==> config.mk <==
export PLATFORM = sky130hd
export DESIGN_NAME = muldiv_sequencer_flat
export DESIGN_NICKNAME = d
export VERILOG_FILES = /design/src/rtl/muldiv_sequencer_if.sv /design/src/rtl/muldiv_sequencer.sv /design/src/flat_wrapper.sv
export SDC_FILE = /design/constraint.sdc
export NUM_CORES = 1
export LEC_CHECK = 0
export CAP_MARGIN = 10
export CORE_MARGIN = 10
export CORE_UTILIZATION = 60
export DETAILED_ROUTE_END_ITERATION = 16
export GPL_TIMING_DRIVEN = 0
export PLACE_DENSITY = 0.81
export SYNTH_ARGS = -nofsm -noshare
export SYNTH_HDL_FRONTEND = slang
export SYNTH_SLANG_ARGS = --single-unit
==> constraint.sdc <==
create_clock -name clock -period 7.3 [get_ports clock]
set_input_delay 1.095 -clock clock [delete_from_list [all_inputs] [get_ports clock]]
set_output_delay 1.095 -clock clock [all_outputs]
set_load 0.02 [all_outputs]
==> src/rtl/muldiv_sequencer_if.sv <==
// muldiv_sequencer_if: request/response bundle for the multiply/divide sequencer.
// Also provides the shared ALU operation codes for the M-extension ops.
// Each code is guarded so that an existing shared definition takes precedence.
`ifndef ALU_MUL_OP
`define ALU_MUL_OP    5'd10
`endif
`ifndef ALU_MULH_OP
`define ALU_MULH_OP   5'd11
`endif
`ifndef ALU_MULHSU_OP
`define ALU_MULHSU_OP 5'd12
`endif
`ifndef ALU_MULHU_OP
`define ALU_MULHU_OP  5'd13
`endif
`ifndef ALU_DIV_OP
`define ALU_DIV_OP    5'd14
`endif
`ifndef ALU_DIVU_OP
`define ALU_DIVU_OP   5'd15
`endif
`ifndef ALU_REM_OP
`define ALU_REM_OP    5'd16
`endif
`ifndef ALU_REMU_OP
`define ALU_REMU_OP   5'd17
`endif

interface muldiv_sequencer_if;
    logic        start;
    logic [4:0]  op;
    logic [31:0] a;
    logic [31:0] b;
    logic [31:0] result;
    logic        busy;
    logic        done;

    modport master (output start, op, a, b, input result, busy, done);
    modport slave  (input start, op, a, b, output result, busy, done);
endinterface

==> src/rtl/muldiv_sequencer.sv <==
// muldiv_sequencer: radix-2 shift-add multiplier and restoring divider sharing
// one 64-bit hi/lo accumulator, sequenced by an IDLE/RUN/DONE FSM.
// Compile-time option: MULDIV_SEQUENCER_FAST_MUL_EN makes all multiplies single-cycle.
module muldiv_sequencer (
    input  logic              clock,
    input  logic              reset,
    muldiv_sequencer_if.slave bus
);
    localparam int DATA_W = 32;
    localparam int CNT_W  = 5;

    typedef enum logic [1:0] {S_IDLE = 2'd0, S_RUN = 2'd1, S_DONE = 2'd2} state_t;

    state_t              state_q, state_d;
    logic [CNT_W-1:0]    cnt_q, cnt_d;
    logic [DATA_W-1:0]   hi_q, hi_d, lo_q, lo_d, bmag_q, bmag_d, result_q, result_d;
    logic                mul_q, mul_d, sel_hi_q, sel_hi_d, neg_q, neg_d, dvd_neg_q, dvd_neg_d;

    logic                in_mul, in_div, in_rem, in_lo, a_sgn, b_sgn;
    logic                a_neg, b_neg, div_zero, div_ovf, fast_mul, bypass, accept, last_step;
    logic [DATA_W-1:0]   a_mag, b_mag, fast_res, bypass_res;
    logic [2*DATA_W-1:0] step_res, prod_fix;

    function automatic logic [DATA_W-1:0] cneg32(input logic n, input logic [DATA_W-1:0] v);
        return n ? -v : v;
    endfunction

    function automatic logic [2*DATA_W-1:0] cneg64(input logic n, input logic [2*DATA_W-1:0] v);
        return n ? -v : v;
    endfunction

    // One shift-add step: add the multiplicand into hi when the current multiplier bit
    // is set, then shift the whole {hi,lo} pair right by one.
    function automatic logic [2*DATA_W-1:0] mul_step(input logic [DATA_W-1:0] hi,
                                                     input logic [DATA_W-1:0] lo,
                                                     input logic [DATA_W-1:0] mc);
        logic [DATA_W:0] sum;
        sum = {1'b0, hi} + (lo[0] ? {1'b0, mc} : '0);
        return {sum, lo[DATA_W-1:1]};
    endfunction

    // One restoring step: shift the next dividend bit into the partial remainder and
    // subtract the divisor if it fits; the borrow bit decides the quotient bit.
    function automatic logic [2*DATA_W-1:0] div_step(input logic [DATA_W-1:0] rem,
                                                     input logic [DATA_W-1:0] quo,
                                                     input logic [DATA_W-1:0] dvs);
        logic [DATA_W:0] sh;
        logic [DATA_W:0] diff;
        sh   = {rem, quo[DATA_W-1]};
        diff = sh - {1'b0, dvs};
        if (!diff[DATA_W]) return {diff[DATA_W-1:0], quo[DATA_W-2:0], 1'b1};
        else               return {sh[DATA_W-1:0], quo[DATA_W-2:0], 1'b0};
    endfunction

    // Decode the incoming op into unit select and operand signedness.
    always_comb begin
        in_mul = 1'b0;
        in_div = 1'b0;
        in_rem = 1'b0;
        in_lo  = 1'b0;
        a_sgn  = 1'b0;
        b_sgn  = 1'b0;
        case (bus.op)
            `ALU_MUL_OP:    begin in_mul = 1'b1; in_lo = 1'b1; a_sgn = 1'b1; b_sgn = 1'b1; end
            `ALU_MULH_OP:   begin in_mul = 1'b1; a_sgn = 1'b1; b_sgn = 1'b1; end
            `ALU_MULHSU_OP: begin in_mul = 1'b1; a_sgn = 1'b1; end
            `ALU_MULHU_OP:  begin in_mul = 1'b1; end
            `ALU_DIV_OP:    begin in_div = 1'b1; a_sgn = 1'b1; b_sgn = 1'b1; end
            `ALU_DIVU_OP:   begin in_div = 1'b1; end
            `ALU_REM_OP:    begin in_div = 1'b1; in_rem = 1'b1; a_sgn = 1'b1; b_sgn = 1'b1; end
            `ALU_REMU_OP:   begin in_div = 1'b1; in_rem = 1'b1; end
            default:        ;
        endcase
    end

    assign a_neg    = a_sgn & bus.a[DATA_W-1];
    assign b_neg    = b_sgn & bus.b[DATA_W-1];
    assign a_mag    = cneg32(a_neg, bus.a);
    assign b_mag    = cneg32(b_neg, bus.b);
    assign div_zero = in_div && (bus.b == '0);
    assign div_ovf  = in_div && a_sgn && (bus.a == {1'b1, {(DATA_W-1){1'b0}}}) && (bus.b == '1);

`ifdef MULDIV_SEQUENCER_FAST_MUL_EN
    // Full-width product computed from sign- or zero-extended operands; the low 64 bits
    // are exact for every signedness combination.
    logic signed [2*DATA_W-1:0] fast_a, fast_b, fast_p;
    assign fast_a   = {{DATA_W{a_sgn & bus.a[DATA_W-1]}}, bus.a};
    assign fast_b   = {{DATA_W{b_sgn & bus.b[DATA_W-1]}}, bus.b};
    assign fast_p   = fast_a * fast_b;
    assign fast_mul = in_mul;
    assign fast_res = in_lo ? fast_p[DATA_W-1:0] : fast_p[2*DATA_W-1:DATA_W];
`else
    assign fast_mul = 1'b0;
    assign fast_res = '0;
`endif

    assign accept    = bus.start && (state_q != S_RUN);
    assign bypass    = (!in_mul && !in_div) || div_zero || div_ovf || fast_mul;
    assign last_step = (cnt_q == '1);

    // Result for ops that skip RUN; non-M ops fall through to zero.
    always_comb begin
        bypass_res = '0;
        if (fast_mul)      bypass_res = fast_res;
        else if (div_zero) bypass_res = in_rem ? bus.a : '1;
        else if (div_ovf)  bypass_res = in_rem ? '0 : {1'b1, {(DATA_W-1){1'b0}}};
    end

    // FSM state register.
    always_ff @(posedge clock or posedge reset) begin
        if (reset) state_q <= S_IDLE;
        else       state_q <= state_d;
    end

    // FSM next-state: accept from IDLE/DONE, iterate 32 cycles in RUN.
    always_comb begin
        state_d = state_q;
        case (state_q)
            S_IDLE, S_DONE: begin
                if (accept) state_d = bypass ? S_DONE : S_RUN;
                else        state_d = S_IDLE;
            end
            S_RUN:   state_d = last_step ? S_DONE : S_RUN;
            default: state_d = S_IDLE;
        endcase
    end

    // FSM outputs decoded from the current state.
    always_comb begin
        bus.busy   = (state_q == S_RUN);
        bus.done   = (state_q == S_DONE);
        bus.result = result_q;
    end

    // Datapath next-state: load operands on accept, step each RUN cycle, and apply
    // sign correction to the final step's output as the result is captured.
    always_comb begin
        cnt_d     = cnt_q;
        hi_d      = hi_q;
        lo_d      = lo_q;
        bmag_d    = bmag_q;
        mul_d     = mul_q;
        sel_hi_d  = sel_hi_q;
        neg_d     = neg_q;
        dvd_neg_d = dvd_neg_q;
        result_d  = result_q;
        step_res  = mul_q ? mul_step(hi_q, lo_q, bmag_q) : div_step(hi_q, lo_q, bmag_q);
        prod_fix  = cneg64(neg_q, step_res);
        if (accept) begin
            cnt_d     = '0;
            hi_d      = '0;
            lo_d      = a_mag;
            bmag_d    = b_mag;
            mul_d     = in_mul;
            sel_hi_d  = in_mul ? !in_lo : in_rem;
            neg_d     = a_neg ^ b_neg;
            dvd_neg_d = a_neg;
            if (bypass) result_d = bypass_res;
        end else if (state_q == S_RUN) begin
            cnt_d = cnt_q + CNT_W'(1);
            hi_d  = step_res[2*DATA_W-1:DATA_W];
            lo_d  = step_res[DATA_W-1:0];
            if (last_step) begin
                if (mul_q)         result_d = sel_hi_q ? prod_fix[2*DATA_W-1:DATA_W] : prod_fix[DATA_W-1:0];
                else if (sel_hi_q) result_d = cneg32(dvd_neg_q, step_res[2*DATA_W-1:DATA_W]);
                else               result_d = cneg32(neg_q, step_res[DATA_W-1:0]);
            end
        end
    end

    // Datapath registers.
    always_ff @(posedge clock or posedge reset) begin
        if (reset) begin
            cnt_q     <= '0;
            hi_q      <= '0;
            lo_q      <= '0;
            bmag_q    <= '0;
            mul_q     <= 1'b0;
            sel_hi_q  <= 1'b0;
            neg_q     <= 1'b0;
            dvd_neg_q <= 1'b0;
            result_q  <= '0;
        end else begin
            cnt_q     <= cnt_d;
            hi_q      <= hi_d;
            lo_q      <= lo_d;
            bmag_q    <= bmag_d;
            mul_q     <= mul_d;
            sel_hi_q  <= sel_hi_d;
            neg_q     <= neg_d;
            dvd_neg_q <= dvd_neg_d;
            result_q  <= result_d;
        end
    end
endmodule

==> src/flat_wrapper.sv <==
// flat-port wrapper written by rule: the top's interface ports become plain ports
module muldiv_sequencer_flat 
  (clock, reset, bus_start, bus_op, bus_a, bus_b, bus_result, bus_busy, bus_done);
  muldiv_sequencer_if bus_i ();
  input  logic clock;
  input  logic reset;
  input wire logic [$bits(bus_i.start)-1:0] bus_start;
  input wire logic [$bits(bus_i.op)-1:0] bus_op;
  input wire logic [$bits(bus_i.a)-1:0] bus_a;
  input wire logic [$bits(bus_i.b)-1:0] bus_b;
  output wire logic [$bits(bus_i.result)-1:0] bus_result;
  output wire logic [$bits(bus_i.busy)-1:0] bus_busy;
  output wire logic [$bits(bus_i.done)-1:0] bus_done;
  assign bus_i.start = bus_start;
  assign bus_i.op = bus_op;
  assign bus_i.a = bus_a;
  assign bus_i.b = bus_b;
  assign bus_result = bus_i.result;
  assign bus_busy = bus_i.busy;
  assign bus_done = bus_i.done;
  muldiv_sequencer u_core (.clock(clock), .reset(reset), .bus(bus_i));
endmodule
Word level (Yosys, flattened, before mapping)
Index checks and enable logic that the tools add are counted.
{ "op_classes": {"add_sub_neg": 8, "eq_ne": 15, "n_mux": 36, "bitwise": 3, "n_reduce_logical": 22} }
{ "ops": {"columns": ["op", "n"], "rows": [
  ["$mux 32", 20],
  ["$mux 64", 3],
  ["$neg 32->32", 4],
  ["$eq 32x32->1 const B", 2],
  ["$neg 64->64", 1],
  ["$add 32x33->33", 1],
  ["$sub 33x32->33", 1],
  ["$logic_not 32->1", 1],
  ["$eq 5x4->1 const B", 6],
  ["$eq 5x5->1 const B", 3],
  ["$reduce_or 4->1", 3],
  ["$mux 5", 2],
  ["$mux 1", 7],
  ["$logic_and 1x1->1", 6],
  ["$mux 2", 3],
  ["$add 5x1->5 const B", 1],
  ["$reduce_or 5->1", 1],
  ["$ne 2x1->1 const B", 2],
  ["$pmux 2 s2", 1],
  ["$reduce_bool 2->1", 2],
  ["$reduce_or 2->1", 2],
  ["$logic_not 1->1", 3],
  ["$reduce_and 3->1", 1],
  ["$and 1x1->1", 2],
  ["5 further kinds", 6]
]} }
{ "word_totals": {"regBits": 139, "out_inout_bits": 34, "word_cells": 94} }

Depth between registers and ports, before layout
Gate-level depths: netlist of run 1.
{ "depth": {"ltp_word": 10, "mapped_depth": 23} }

Worst setup path before layout of run 1
Ideal clock, no wire load.
{ "synth_path": {"kind": "register -> register", "from": "register u_core.lo_q[31]", "to": "register u_core.result_q[26], in the netlist u_core.bus.result[26]", "arrival_time_ns": 4.651, "t_required_ns": 7.223, "path_slack_ns": 2.572, "stages_incl_launch_ff": 23, "n_path_buf": 3, "cell_sequence": "dfrtp_1 > inv_1 > ha_1 > fa_1 > nor2b_1 > o31ai_4 > a21o_1 > o21ai_4 > a21oi_4 > xnor2_4 > buf_4 > buf_2 > buf_2 > o21ai_0 > inv_1 > ha_1 > nand4_1 > or2_2 > nor3_1 > nand3_1 > o21ai_0 > mux2_2 > a21oi_1"} }
{ "synth_via": {"elab_chain_cells": 10, "word_cells_on_any_way": 15} }
{ "synth_rtl": {"columns": ["item", "line_no", "text"], "rows": [
  ["from (decl)", "muldiv_sequencer.sv:16", "logic [DATA_W-1:0] hi_q, hi_d, lo_q, lo_d, bmag_q, bmag_d, result_q, result_d;"],
  ["from (signal assigned)", "muldiv_sequencer.sv:186", "lo_q <= lo_d;"],
  ["$sub 33x32->33", "muldiv_sequencer.sv:50", "diff = sh - {1'b0, dvs};"],
  ["$mux 64", "muldiv_sequencer.sv:51", "if (!diff[DATA_W]) return {diff[DATA_W-1:0], quo[DATA_W-2:0], 1'b1};"],
  ["$mux 64 *", "muldiv_sequencer.sv:147", "step_res = mul_q ? mul_step(hi_q, lo_q, bmag_q) : div_step(hi_q, lo_q, bmag_q);"],
  ["$neg 64->64 or $neg 32->32 (tied branches)", "muldiv_sequencer.sv:29, muldiv_sequencer.sv:25", null],
  ["$mux 64 or $mux 32 (tied branches)", "muldiv_sequencer.sv:29, muldiv_sequencer.sv:25", null],
  ["$mux 32 (on tied branches)", "muldiv_sequencer.sv:164, muldiv_sequencer.sv:165", null],
  ["$mux 32 *", "muldiv_sequencer.sv:164", "if (mul_q) result_d = sel_hi_q ? prod_fix[2*DATA_W-1:DATA_W] : prod_fix[DATA_W-1:0];"],
  ["$mux 32 *", "muldiv_sequencer.sv:163", "if (last_step) begin"],
  ["$mux 32 *", "muldiv_sequencer.sv:159", "end else if (state_q == S_RUN) begin"],
  ["$mux 32 *", "muldiv_sequencer.sv:149", "if (accept) begin"],
  ["to (signal assigned)", "muldiv_sequencer.sv:192", "result_q <= result_d;"],
  ["to (decl)", "muldiv_sequencer.sv:16", null]
]} }
Every way passes the cells marked *; elsewhere a longest branch is shown, timed or not. The select of a mux whose other input is x is not followed.
A chain may end at the register's enable or synchronous reset.

Worst setup path after layout of run 1
{ "layout_path": {"from": "register u_core.lo_q[31]", "to": "register u_core.result_q[24], in the netlist u_core.bus.result[24]"} }
The elaborated chain is that of the path after synthesis.

==> run metrics, run 1 <==
pre-CTS WS=38.1 ps; yosys warns=0; Max Cap Viol=0; run status=finished, final reports clean; Commonest cells post-synth=242 x nand2_1, 221 x o21ai_0, 156 x nor2_1, 141 x a21oi_1, 139 x dfrtp_1; worst path required time=7600 ps; RSZ-0062 raised after global routing=no; H-tree levels=4; critical path fanouts, max=10; Post-synth EDFFs=0; # nets final=2302; post-synthesis to final-layout area growth=13.6%; DRT antenna net count=0; Die Y=179 um; Final min period=7130 ps; worst reg2reg path depth=22; cell with the most instances after synthesis=nand2_1; CP Launch Type=flop; Clock Sink Count=139; Mapped Area=15200 um^2; sequential area share after synthesis=0.229; Tot GR Track Use=0.386; synthesized net count=2179; Least-Margin Pin Slew=1120 ps; Critical Path AT=7430 ps; final-report hold violation count=0; Synth top area share=0.229; final std cells w/o fill=2500; Gate Count Post-Synth=2034; # Post-CTS Setup Buffers=0; Final HPWL DP=49700 um; initial antenna violation count=1; first-pass GRT wire length=95100 um; Yosys reg bits=139; Primary FF master, synth=dfrtp_1; Pins Over Slew Limit=0; ant diodes=0; Avg WL per Cell=25.3 um; Clock Path Buffers=2; GRT overflow=0; Chip Width=179 um; fraction of layout cells with a size suffix above 1=0.0535; post-synth cell types=92; vias in the first global route=16254; Crit. End Element=flop; DR vias/cell=7.09; top post-synthesis cells by area=dfrtp_1 23%, o21ai_0 7.3%, nand2_1 6.0%; Skew-Pair Late Insertion Delay=460 ps; Routed Wire Length=63200 um; Initial Util=0.605; row count=58; DR DRC count=0; PwrDens=571 nW/um^2; critical path class=flop to flop; placed instance count=2469; Mean Syn Cell Area=7.45 um^2; Core Area=25000 um^2; min-delay worst type=flop to flop; VDD IR-drop max=0.406 mV; DIE AREA=32000 um^2; GPL Wtd Cong=1.09; clock transition at the registers of the reported paths=70 ps; Final period util=0.977; Port Buffers=104; DR pass1 iterations=8; detailed router's first-iteration violation count=2794; largest area contributor in the netlist=dfrtp_1; Num CTS Buffers=17; Leak Pwr=6.98 nW; Hold Path Depth=2; FMAX=140 MHz; ys async rst share=1.00; setup violators final=0; clock skew=26.2 ps; vias post-DR=17728; TritonCTS clock tree=built; largest net degree at the start of global routing=78; relative slew slack=0.251; num ports=106; post-route setup slack=171 ps; Root Buffer=clkbuf_16
## path summary, 6_finish.rpt
| path | from | to | slack, ps |
|---|---|---|---|
| max | u_core.lo_q[31]$_DFFE_PP0P_ | u_core.bus.result[24]$_DFFE_PP0P_ | 170 |
| min | u_core.bus.result[23]$_DFFE_PP0P_ | u_core.bus.result[23]$_DFFE_PP0P_ | 500 |
| max reg2reg | u_core.lo_q[31]$_DFFE_PP0P_ | u_core.bus.result[24]$_DFFE_PP0P_ | 170 |
| min reg2reg | u_core.bus.result[23]$_DFFE_PP0P_ | u_core.bus.result[23]$_DFFE_PP0P_ | 500 |
| max in group asynchronous | reset | u_core.lo_q[21]$_DFFE_PP0P_ | 5360 |
| min in group asynchronous | reset | u_core.bmag_q[14]$_DFFE_PP0P_ | 1090 |
## cell families after synthesis
kind of cell,share of synthesized area
simple gates,0.233
compound gates,0.287
xor+xnor,0.0953
buf+inv,0.0492
fa+ha+maj,0.0612
mux,0.0456
flops,0.229
## layout make-up
type	count	area [um^2]
flip-flops and latches	139	3480
repair buffers	105	1070
plain buffers	115	483
fillers	2155	7810
clock inverters	14	140
multi-input cells	1709	10900
well taps	330	413
clock buffers	18	439
inverters	70	268
## critical path, stage by stage, from the launching register on
cell      delay, ps
dfrtp_1         540
inv_1           150
ha_1            240
fa_1            410
nor2b_1         330
o31ai_4         130
a21o_1          220
o21ai_4         420
a21oi_4         220
xnor2_4         250
buf_4           260
buf_2           360
buf_2           380
o21ai_0         210
inv_1            90
ha_1            310
nand4_1         450
or2_2           520
nor3_1          610
a41oi_1         230
xor2_1          200
a221oi_1        330
o21ai_1          90
## report_power, final
| part | total [mW] | internal [mW] | switching (mW) |
|---|---|---|---|
| clock | 0.900 | 0.464 | 0.436 |
| combinational | 7.38 | 2.51 | 4.87 |
| sequential | 1.55 | 1.09 | 0.464 |
| total | 9.83 | 4.06 | 5.77 |
## through the flow
step	util	hold WS (ps)	total power [mW]	TNS, ps	area [um^2]
finish	0.688	502	9.83	0	17200
global route	0.688	526	10.3	0	17200
CTS	0.688	506	9.43	0	17200
detailed placement	0.665	489	8.50	0	16600
global placement	0.664	474	8.35	-27.6	16600
floorplan	-	459	6.28	0	15200
## registers in the layout, summed over array words and instances (netlist names)
name / flops
u_core.dvd_neg_q: 1
u_core.state_q: 2
u_core.bmag_q: 32
u_core.neg_q: 1
u_core.hi_q: 32
u_core.cnt_q: 5
u_core.bus.result: 32
u_core.mul_q: 1
u_core.lo_q: 32
u_core.sel_hi_q: 1
## placed cells by master, fill, tap and decap left out, types with 11 or more instances in the layout
master / instances
a211oi_1: 23
a21o_1: 33
a21oi_1: 141
a31oi_1: 29
a41oi_1: 15
and2_1: 47
and3_1: 12
buf_2: 16
clkbuf_1: 84
clkbuf_16: 17
clkdlybuf4s50_1: 104
dfrtp_1: 139
ha_1: 71
inv_1: 67
mux2_2: 11
mux2i_1: 53
nand2_1: 242
nand2b_1: 16
nand3_1: 81
nand4_1: 28
nor2_1: 156
nor2b_1: 15
nor3_1: 48
nor4_1: 14
o211ai_1: 49
o21a_1: 21
o21ai_0: 221
o22ai_1: 12
o31ai_1: 19
or3_1: 22
xnor2_1: 78
xor2_1: 82
## per-layer routing
layer	part of all wire	global-route usage	wire [um]	vias up
met5	0.00024	0	15	-
met4	0.051	0.172	3250	2
met3	0.15	0.138	9670	293
met2	0.41	0.545	25700	1455
met1	0.39	0.515	24600	8259
li1	-	-	-	7719
## timing repair
action	in CTS	in global routing
hold buffers	0	0
gates resized for setup	0	3
endpoints found under the hold margin	0	0
endpoints found under the setup margin	0	15
Note: power is estimated with default switching activity, not from simulation.
==> run 2, diff against run 1 <==
Settings changed: CELL_PAD_IN_SITES_DETAIL_PLACEMENT from default to 1, CELL_PAD_IN_SITES_GLOBAL_PLACEMENT from default to 1, CORE_UTILIZATION 60 to 49, PLACE_DENSITY 0.81 to default, PLACE_DENSITY_LB_ADDON from default to 0.1, REMOVE_ABC_BUFFERS from default to 1.
==> run metrics, run 2 (synthesized netlist as in run 1, its figures left out) <==
DR DRC count=0 (unchanged); global routing usage on met3=0.0564 (was 0.138); run status=finished, final reports clean (unchanged); H-tree levels=4 (unchanged); worst path required time=7660 ps (was 7600 ps); Clock Sink Count=139 (unchanged); fraction of layout cells with a size suffix above 1=0.0550 (was 0.0535); DIE AREA=38400 um^2 (was 32000 um^2); Tot GR Track Use=0.306 (was 0.386); Final HPWL DP=46400 um (was 49700 um); Least-Margin Pin Slew=1420 ps (was 1120 ps); RSZ-0062 raised after global routing=no (unchanged); most frequent cells in the layout=241 x nand2_1, 220 x o21ai_0, 155 x nor2_1, 141 x a21oi_1, 137 x dfrtp_1 (was 242 x nand2_1, 221 x o21ai_0, 156 x nor2_1, 141 x a21oi_1, 139 x dfrtp_1); post-synthesis to final-layout area growth=13.4% (was 13.6%); Routed Wire Length=60800 um (was 63200 um); Port Buffers=105 (was 104); GR Util met1=0.400 (was 0.515); Max Cap Viol=0 (unchanged); GPL Wtd Cong=0.961 (was 1.09); VDD IR-drop max=0.292 mV (was 0.406 mV); clock skew=13.7 ps (was 26.2 ps); detailed router's first-iteration violation count=1460 (was 2794); CP Launch Type=flop (unchanged); Buf/Inv on CP=2 (was 5); Root Buffer=clkbuf_16 (unchanged); Final Util=0.562 (was 0.688); Most Used Layer, Global Route=met2 (unchanged); Crit path largest cell delay=680 ps (was 610 ps); DR vias/cell=6.62 (was 7.09); Initial Util=0.496 (was 0.605); Critical Path AT=7410 ps (was 7430 ps); Final min period=7050 ps (was 7130 ps); crit-path cells=inv_1 > ha_1 > fa_1 > nor2b_1 > o31ai_4 > a21o_1 > o21ai_4 > a21oi_4 > xnor2_4 > o21ai_0 > inv_1 > ha_1 > nand4_1 > or2_2 > nor3_1 > o22ai_1 > xnor2_1 > nand3_1 > a41oi_1 (was inv_1 > ha_1 > fa_1 > nor2b_1 > o31ai_4 > a21o_1 > o21ai_4 > a21oi_4 > xnor2_4 > buf_4 > buf_2 > buf_2 > o21ai_0 > inv_1 > ha_1 > nand4_1 > or2_2 > nor3_1 > a41oi_1 > xor2_1 > a221oi_1 > o21ai_1); Fin Setup TNS=0 ps (unchanged); relative slew slack=0.0453 (was 0.251); Num CTS Buffers=17 (unchanged); final-report hold violation count=0 (unchanged); Pins Over Slew Limit=0 (unchanged); first-pass GRT wire length=94800 um (was 95100 um); Leak Pwr=6.93 nW (was 6.98 nW); TritonCTS clock tree=built (unchanged); clock transition at the registers of the reported paths=60 ps (was 70 ps); critical path class=flop to flop (unchanged); vias in the first global route=16536 (was 16254); critical path fanouts, max=17 (was 10); vias post-DR=16345 (was 17728); CP top delay family=simple AND/OR/NAND/NOR gates (unchanged); largest net degree at the start of global routing=96 (was 78); Clock Path Buffers=2 (unchanged); min-delay worst type=flop to flop (unchanged); num ports=106 (unchanged); row count=64 (was 58); GRT overflow=0 (unchanged); Skew-Pair Late Insertion Delay=460 ps (about the same); Chip Width=196 um (was 179 um); Final period util=0.965 (was 0.977); Core Area=30600 um^2 (was 25000 um^2); Die Y=196 um (was 179 um); initial antenna violation count=1 (unchanged); Worst path slowest cell=xnor2_4 (was nor3_1); Avg WL per Cell=24.6 um (was 25.3 um); # nets final=2203 (was 2302); setup violators final=0 (unchanged); PwrDens=550 nW/um^2 (was 571 nW/um^2); Crit. End Element=flop (unchanged); met2 usage=0.499 (was 0.545); DR pass1 iterations=5 (was 8); CTS Hold Bufs=0 (unchanged); FMAX=142 MHz (was 140 MHz); commonest non-fill, non-tap cell in the layout=nand2_1 (unchanged); DRT antenna net count=0 (unchanged)
[run 2: what timing repair did]
action                     4_1_cts  5_1_grt
setup endpoints to repair        0        3
setup buffers                    0        0
gates resized for setup          0        0
[run 2: area by class of cell]
| cell class | instances | area [um^2] |
|---|---|---|
| Tap cell | 396 | 495 |
| Fill cell | 3810 | 13400 |
| Multi-Input combinational cell | 1710 | 11000 |
| Antenna cell | 1 | 2.50 |
| Sequential cell | 139 | 3480 |
| Clock inverter | 11 | 120 |
| Timing Repair Buffer | 120 | 1370 |
| Clock buffer | 21 | 460 |
| Inverter | 70 | 268 |
[run 2: worst register-to-register path: cells and delay by family, from the launching register on]
kind / cells / cell delay (ps)
simple gates: 5 / 1990
compound gates: 7 / 1910
fa+ha+maj: 3 / 1040
xor+xnor: 2 / 960
flops: 1 / 610
buf+inv: 2 / 420
[run 2: routing by layer]
metal | vias up | wire length, um
li1 | 7510 | -
met1 | 8135 | 26200
met2 | 595 | 28600
met3 | 105 | 4120
met4 | 0 | 1800
met5 | - | 0
[run 2: worst paths after layout]
path                                                     end  cells after the start                               from  slack [ps]
min in group asynchronous       u_core.bmag_q[3]$_DFFE_PP0P_                      2                              reset        1150
setup reg to reg           u_core.bus.result[10]$_DFFE_PP0P_                     19        u_core.lo_q[31]$_DFFE_PP0P_         250
setup / recovery           u_core.bus.result[10]$_DFFE_PP0P_                     19        u_core.lo_q[31]$_DFFE_PP0P_         250
max in group asynchronous           u_core.mul_q$_DFFE_PP0P_                      3                              reset        5240
hold reg to reg            u_core.bus.result[19]$_DFFE_PP0P_                      2  u_core.bus.result[19]$_DFFE_PP0P_         500
hold / removal             u_core.bus.result[19]$_DFFE_PP0P_                      2  u_core.bus.result[19]$_DFFE_PP0P_         500
[run 2: power by group]
part / switching, mW / total (mW) / internal (mW)
clock: 0.386 / 0.906 / 0.519
combinational: 4.46 / 6.96 / 2.50
sequential: 0.489 / 1.58 / 1.09
[run 2: metrics by stage]
step | power [mW] | setup WS (ps) | hold slack [ps] | area, um^2 | instances
floorplan | 6.13 | 1140 | 459 | 14700 | 1918
global placement | 8.02 | -2440 | 481 | 16200 | 2419
detailed placement | 8.31 | 384 | 486 | 16500 | 2432
CTS | 9.27 | 306 | 502 | 17100 | 2464
global route | 10.1 | 108 | 534 | 17200 | 2467
finish | 9.45 | 254 | 499 | 17200 | 2468
